### src/rtl/srt4_otf_quotient_if.sv
// Handshake bundle between the SRT digit-selection stage, the quotient converter
// and the quotient consumer.
interface srt4_otf_quotient_if #(
  parameter int NDIGITS = 4
);
  localparam int QW = 2 * NDIGITS;

  logic          start;
  logic          digit_valid;
  logic [2:0]    digit;
  logic          digit_ready;
  logic          fin_valid;
  logic          rem_neg;
  logic [QW-1:0] quot;
  logic          quot_valid;
  logic          quot_ready;
  logic          dig_err;

  modport master (
    output start, digit_valid, digit, fin_valid, rem_neg, quot_ready,
    input  digit_ready, quot, quot_valid, dig_err
  );

  modport slave (
    input  start, digit_valid, digit, fin_valid, rem_neg, quot_ready,
    output digit_ready, quot, quot_valid, dig_err
  );
endinterface

### src/rtl/srt4_otf_quotient.sv
// Radix-4 SRT on-the-fly quotient converter: keeps the Q / QM = Q-1 pair so the
// final remainder sign correction is a plain select, no carry-propagate add.
module srt4_otf_quotient #(
  parameter int NDIGITS = 4
) (
  input logic               clk,
  input logic               rst_b,
  srt4_otf_quotient_if.slave bus
);
  localparam int QW = 2 * NDIGITS;
  localparam int CW = $clog2(NDIGITS + 1);
  localparam logic [CW-1:0] CNT_LAST = CW'(NDIGITS - 1);

  typedef enum logic [1:0] {
    IDLE     = 2'd0,
    ACC      = 2'd1,
    WAIT_FIN = 2'd2,
    DONE     = 2'd3
  } state_t;

  state_t        state_reg;
  logic [QW-1:0] q_reg;
  logic [QW-1:0] qm_reg;
  logic [CW-1:0] cnt_reg;
  logic [QW-1:0] quot_reg;
  logic          quot_valid_reg;
  logic          dig_err_reg;
  logic          digit_ready_reg;

  logic [QW-1:0] q_next;
  logic [QW-1:0] qm_next;
  logic          illegal;

  // Append one radix-4 digit; negative digits borrow from QM, positive ones extend Q.
  always_comb begin
    q_next  = {q_reg[QW-3:0], 2'b00};
    qm_next = {qm_reg[QW-3:0], 2'b11};
    illegal = 1'b0;
    case (bus.digit)
      3'b000: begin
        q_next  = {q_reg[QW-3:0], 2'b00};
        qm_next = {qm_reg[QW-3:0], 2'b11};
      end
      3'b001: begin
        q_next  = {q_reg[QW-3:0], 2'b01};
        qm_next = {q_reg[QW-3:0], 2'b00};
      end
      3'b010: begin
        q_next  = {q_reg[QW-3:0], 2'b10};
        qm_next = {q_reg[QW-3:0], 2'b01};
      end
      3'b101: begin
        q_next  = {qm_reg[QW-3:0], 2'b11};
        qm_next = {qm_reg[QW-3:0], 2'b10};
      end
      3'b110: begin
        q_next  = {qm_reg[QW-3:0], 2'b10};
        qm_next = {qm_reg[QW-3:0], 2'b01};
      end
      default: illegal = 1'b1;
    endcase
  end

  always_ff @(posedge clk or negedge rst_b) begin
    if (!rst_b) begin
      state_reg       <= IDLE;
      q_reg           <= '0;
      qm_reg          <= '1;
      cnt_reg         <= '0;
      quot_reg        <= '0;
      quot_valid_reg  <= 1'b0;
      dig_err_reg     <= 1'b0;
      digit_ready_reg <= 1'b0;
    end else begin
      case (state_reg)
        IDLE: begin
          if (bus.start) begin
            state_reg       <= ACC;
            q_reg           <= '0;
            qm_reg          <= '1;
            cnt_reg         <= '0;
            dig_err_reg     <= 1'b0;
            digit_ready_reg <= 1'b1;
          end
        end
        ACC: begin
          if (bus.digit_valid) begin
            q_reg   <= q_next;
            qm_reg  <= qm_next;
            cnt_reg <= cnt_reg + 1'b1;
            if (illegal) begin
              dig_err_reg <= 1'b1;
            end
            if (cnt_reg == CNT_LAST) begin
              state_reg       <= WAIT_FIN;
              digit_ready_reg <= 1'b0;
            end
          end
        end
        WAIT_FIN: begin
          if (bus.fin_valid) begin
            quot_reg       <= bus.rem_neg ? qm_reg : q_reg;
            quot_valid_reg <= 1'b1;
            state_reg      <= DONE;
          end
        end
        DONE: begin
          if (bus.quot_ready) begin
            quot_valid_reg <= 1'b0;
            state_reg      <= IDLE;
          end
        end
        default: state_reg <= IDLE;
      endcase
    end
  end

  assign bus.quot        = quot_reg;
  assign bus.quot_valid  = quot_valid_reg;
  assign bus.dig_err     = dig_err_reg;
  assign bus.digit_ready = digit_ready_reg;
endmodule

### src/flat_wrapper.sv
// flat-port wrapper written by rule: the top's interface ports become plain ports
module srt4_otf_quotient_flat 
#(
  parameter int NDIGITS = 4
)
  (clk, rst_b, bus_start, bus_digit_valid, bus_digit, bus_fin_valid, bus_rem_neg, bus_quot_ready, bus_digit_ready, bus_quot, bus_quot_valid, bus_dig_err);
  srt4_otf_quotient_if #(.NDIGITS(NDIGITS)) bus_i ();
  input logic clk;
  input logic rst_b;
  input wire logic [$bits(bus_i.start)-1:0] bus_start;
  input wire logic [$bits(bus_i.digit_valid)-1:0] bus_digit_valid;
  input wire logic [$bits(bus_i.digit)-1:0] bus_digit;
  input wire logic [$bits(bus_i.fin_valid)-1:0] bus_fin_valid;
  input wire logic [$bits(bus_i.rem_neg)-1:0] bus_rem_neg;
  input wire logic [$bits(bus_i.quot_ready)-1:0] bus_quot_ready;
  output wire logic [$bits(bus_i.digit_ready)-1:0] bus_digit_ready;
  output wire logic [$bits(bus_i.quot)-1:0] bus_quot;
  output wire logic [$bits(bus_i.quot_valid)-1:0] bus_quot_valid;
  output wire logic [$bits(bus_i.dig_err)-1:0] bus_dig_err;
  assign bus_i.start = bus_start;
  assign bus_i.digit_valid = bus_digit_valid;
  assign bus_i.digit = bus_digit;
  assign bus_i.fin_valid = bus_fin_valid;
  assign bus_i.rem_neg = bus_rem_neg;
  assign bus_i.quot_ready = bus_quot_ready;
  assign bus_digit_ready = bus_i.digit_ready;
  assign bus_quot = bus_i.quot;
  assign bus_quot_valid = bus_i.quot_valid;
  assign bus_dig_err = bus_i.dig_err;
  srt4_otf_quotient #(.NDIGITS(NDIGITS)) u_core (.clk(clk), .rst_b(rst_b), .bus(bus_i));
endmodule
### config.mk
export PLATFORM = sky130hd
export DESIGN_NAME = srt4_otf_quotient_flat
export DESIGN_NICKNAME = d
export VERILOG_FILES = /design/src/rtl/srt4_otf_quotient_if.sv /design/src/rtl/srt4_otf_quotient.sv /design/src/flat_wrapper.sv
export SDC_FILE = /design/constraint.sdc
export NUM_CORES = 1
export LEC_CHECK = 0
export CORE_ASPECT_RATIO = 2
export CORE_MARGIN = 2
export CORE_UTILIZATION = 49
export CTS_BUF_LIST = sky130_fd_sc_hd__clkbuf_4 sky130_fd_sc_hd__clkbuf_8 sky130_fd_sc_hd__clkbuf_16
export CTS_CLUSTER_DIAMETER = 40
export DETAILED_ROUTE_END_ITERATION = 16
export PLACE_DENSITY = 0.75
export SLEW_MARGIN = 10
export SYNTH_ARGS = -nofsm -noshare
export SYNTH_HDL_FRONTEND = slang
export SYNTH_SLANG_ARGS = --single-unit
### constraint.sdc
create_clock -name clk -period 1.78 [get_ports clk]
set_input_delay 0.178 -clock clk [delete_from_list [all_inputs] [get_ports clk]]
set_output_delay 0.178 -clock clk [all_outputs]
set_load 0.02 [all_outputs]
==> qor.log <==
qor: floorplan.fp.dieW 45.1 µm
qor: layout.post_route_cells_drive_above_1_share 0.204
qor: routing.total_length_of_routed_wires 3230 µm
qor: cts.clk_path_buf_depth 2
qor: run.max-cap-violations 0
qor: floorplan.fp.dieArea 0.00389 mm²
qor: global_route.grt_remaining_overflow 0
qor: routing.remaining_drc_errors 0
qor: floorplan.initial_core_util 0.519
qor: layout.insertedDiodeCount 0
qor: synth.ys_seq_area_frac 0.489
qor: routing.detail_route.vias_per_cell 5.59
qor: setup_path.critPathRequiredTime 1.95 ns
qor: cts.clock-sinks 32
qor: cts.clock_latency 0.29 ns
qor: placement.gpl.final_weighted_congestion 0.779
qor: setup_path.cp_max_fo 10
qor: sta.final-hold-violation-count 0
qor: sta.final_min_period_over_clock_period 0.962
qor: power.powerDensity 1750 mW/mm²
qor: sta.finalMaxSlewViolations 0
qor: cts.clock_slew_seen_by_the_registers_of_the_worst_setup_and_hold_paths 0.07 ns
qor: floorplan.chip_height 86.3 µm
qor: outcome.outcome finished, final reports clean
qor: layout.final_core_utilization 0.633
qor: synth.post_synth.cell_area_avg 10.6 µm²
qor: layout.fin_area 0.00202 mm²
qor: sta.setup_viol_count_final 0
qor: cts.cts_root_buf sky130_fd_sc_hd__clkbuf_8
qor: placement.detailed_place_hpwl 2500 µm
qor: cts.cts_tree done
qor: power.static-leakage-power 0.924 nW
qor: sta.maxSlewHeadroom 0.674
qor: routing.num_vias 1214
qor: synth.synth_cell_types 32
qor: cts.cts_inserted_buffers 5
qor: setup_path.worst_setup_path_end_kind register
qor: global_route.grt_pass1_vias 1278
qor: sta.worstMarginPinSlew 0.487 ns
qor: setup_path.critical_path.reg2reg.startpoint u_core.state_reg[1]
qor: setup_path.worstRegToRegCells 5
qor: setup_path.timing.setup.critical_path_class register to register
qor: sta.maxClockFrequency 0.584 GHz
qor: routing.detail_route.wl_per_cell 14.9 µm
qor: synth.synth.net_count 173
qor: layout.final_net_count 202
qor: worst_hold_path.worst_hold_path_type input pin to async pin
qor: setup_path.timing.rr.end u_core.cnt_reg[1]
qor: setup_path.crit_chain inv_1 -> ha_1 -> nor2b_4 -> or3_4 -> a22o_1
qor: sta.clock-skew-final 0.00470 ns
qor: global_route.gr-usage-all-layers 0.200
qor: global_route.grt_pass1_wl 5560 µm
qor: floorplan.floorplan.core_area 0.00319 mm²
qor: power.max-vdd-ir-drop 1.23 mV
qor: global_route.grt_antenna_before_repair 0
qor: sta.fin_hold_ws 0.282 ns
qor: synth.ys_ff_latch 32
qor: placement.number_of_i_o_port_buffers 20
qor: setup_path.arrival 1.88 ns
qor: sta.setup-tns-final 0 ns
qor: sta.grt_setup_unrepaired false
qor: routing.drt_first_pass_iters 4
qor: global_route.grt_max_degree 33
qor: routing.final_antenna_net_count 0
qor: cts.h_tree_levels 2
qor: routing.initialDrtViolationCount 14
qor: layout.area_growth 22.0%
qor: floorplan.rows 29
qor: floorplan.io_pins 21
qor: placement.placed_area 0.00191 mm²
qor: setup_path.delay_of_the_slowest_cell_on_the_worst_path 0.46 ns
qor: synth.ys_warn_count 0
qor: sta.period_needed 1.71 ns
qor: synth.synth_cells 156
qor: synth.netlist_area_before_placement 0.00166 mm²
qor: setup_path.worst-r2r-setup-slack 0.07 ns
qor: setup_path.worst_path_max_delay_cell sky130_fd_sc_hd__or3_4
qor: setup_path.worst_setup_path_start_kind register
-- synth_stat cells --
master                      number  area share
sky130_fd_sc_hd__dfrtp_1        24        0.36
sky130_fd_sc_hd__mux2i_1        21        0.13
sky130_fd_sc_hd__nor2_1         18       0.041
sky130_fd_sc_hd__a21oi_1        17       0.051
sky130_fd_sc_hd__o21ai_0        12       0.036
sky130_fd_sc_hd__nand2_1        11       0.025
sky130_fd_sc_hd__dfstp_2         8        0.13
sky130_fd_sc_hd__ha_1            7       0.053
sky130_fd_sc_hd__inv_1           7       0.016
sky130_fd_sc_hd__nor2b_4         4       0.033
sky130_fd_sc_hd__a22o_1          3       0.016
sky130_fd_sc_hd__buf_6           2       0.014
sky130_fd_sc_hd__clkbuf_1        2      0.0045
sky130_fd_sc_hd__nand2b_1        2      0.0075
sky130_fd_sc_hd__a31oi_1         1      0.0038
sky130_fd_sc_hd__and2_1          1      0.0038
sky130_fd_sc_hd__buf_2           1      0.0030
sky130_fd_sc_hd__clkbuf_2        1      0.0030
sky130_fd_sc_hd__mux2_2          1      0.0068
sky130_fd_sc_hd__nand3_1         1      0.0030
sky130_fd_sc_hd__nor2b_1         1      0.0038
sky130_fd_sc_hd__nor3_1          1      0.0030
sky130_fd_sc_hd__nor3_2          1      0.0060
sky130_fd_sc_hd__nor3_4          1      0.0098
sky130_fd_sc_hd__o21ai_2         1      0.0053
sky130_fd_sc_hd__o21ba_2         1      0.0060
sky130_fd_sc_hd__o221ai_1        1      0.0053
sky130_fd_sc_hd__o22a_1          1      0.0053
sky130_fd_sc_hd__o22ai_1         1      0.0038
sky130_fd_sc_hd__o2bb2ai_1       1      0.0053
sky130_fd_sc_hd__or3_1           1      0.0038
sky130_fd_sc_hd__or3_4           1      0.0068
-- worst max-delay path: cells and delay by family (launching register included) --
kind                       cells  cell delay, ns
buffers and inverters          1            0.09
and+or+nand+nor                2            0.63
AOI/OAI and AO/OA              1            0.26
adders and majority gates      1            0.25
DFF                            1            0.38
-- worst max path at each step --
| stage | start | endpoint | depth (start not counted) |
|---|---|---|---|
| CTS | u_core.state_reg[1] | u_core.state_reg[1] | 6 |
| floorplan | u_core.state_reg[0] | u_core.q_reg[0] | 6 |
| global route | u_core.state_reg[1] | u_core.q_reg[0] | 5 |
| detailed placement | u_core.state_reg[1] | u_core.state_reg[1] | 6 |
| global placement | u_core.state_reg[0] | u_core.q_reg[0] | 5 |
| finish | u_core.state_reg[1] | u_core.cnt_reg[1] | 5 |
-- stage by stage --
step / power (mW) / instances / setup WS, ns
final: 3.53 / 217 / 0.0677
after global routing: 3.81 / 217 / 0.0119
after CTS: 3.53 / 216 / 0.00559
after detailed placement: 2.95 / 208 / 0.0138
after global placement: 2.88 / 208 / 0.0405
after floorplan: 2.36 / 156 / 0.131
-- power breakdown --
part	switching [mW]	total (mW)	internal [mW]
registers	0.251	1.37	1.12
logic	0.822	1.59	0.764
clock network	0.268	0.577	0.308
total	1.34	3.53	2.19
-- cells by family after synthesis --
kind of cell / synth area share
multiplexers: 0.134
adder cells (fa/ha/maj): 0.0528
AO/OA/AOI/OAI: 0.138
buffers and inverters: 0.0400
flip-flops: 0.489
AND/OR/NAND/NOR: 0.146
-- routing by layer --
metal,vias to the layer above,share of wire,global-route usage
met3,7,0.044,0.0563
met1,581,0.36,0.198
met4,0,0.026,0.110
met2,28,0.57,0.352
li1,598,-,-
met5,-,0,0
-- cells in the final DEF, fill, tap and decap left out, types with 2 or more instances in the layout --
cell type,n
sky130_fd_sc_hd__a21oi_1,17
sky130_fd_sc_hd__a22o_1,3
sky130_fd_sc_hd__buf_4,8
sky130_fd_sc_hd__clkbuf_8,6
sky130_fd_sc_hd__clkdlybuf4s50_1,20
sky130_fd_sc_hd__clkinv_2,2
sky130_fd_sc_hd__dfrtp_1,24
sky130_fd_sc_hd__dfstp_2,8
sky130_fd_sc_hd__ha_1,6
sky130_fd_sc_hd__inv_1,6
sky130_fd_sc_hd__mux2i_1,21
sky130_fd_sc_hd__nand2_1,11
sky130_fd_sc_hd__nand2b_1,2
sky130_fd_sc_hd__nor2_1,18
sky130_fd_sc_hd__nor2b_4,4
sky130_fd_sc_hd__nor3_2,2
sky130_fd_sc_hd__o21ai_0,12
sky130_fd_sc_hd__or3_4,2
-- repair_timing --
item / CTS / global route
gates resized for setup: 0 / 4
hold buffers: 0 / 0
endpoints found under the hold margin: 0 / 0
setup buffers: 0 / 1
endpoints found under the setup margin: 0 / 13
-- final cells by class --
cell class              instances  area, µm²
well taps                      31       38.8
multi-input cells             111        793
flip-flops and latches         32        811
fillers                       276       1170
repair buffers                 28        260
inverters                       7       26.3
clock inverters                 2       10.0
clock buffers                   6       82.6
Power figures use the tool's default switching activity.
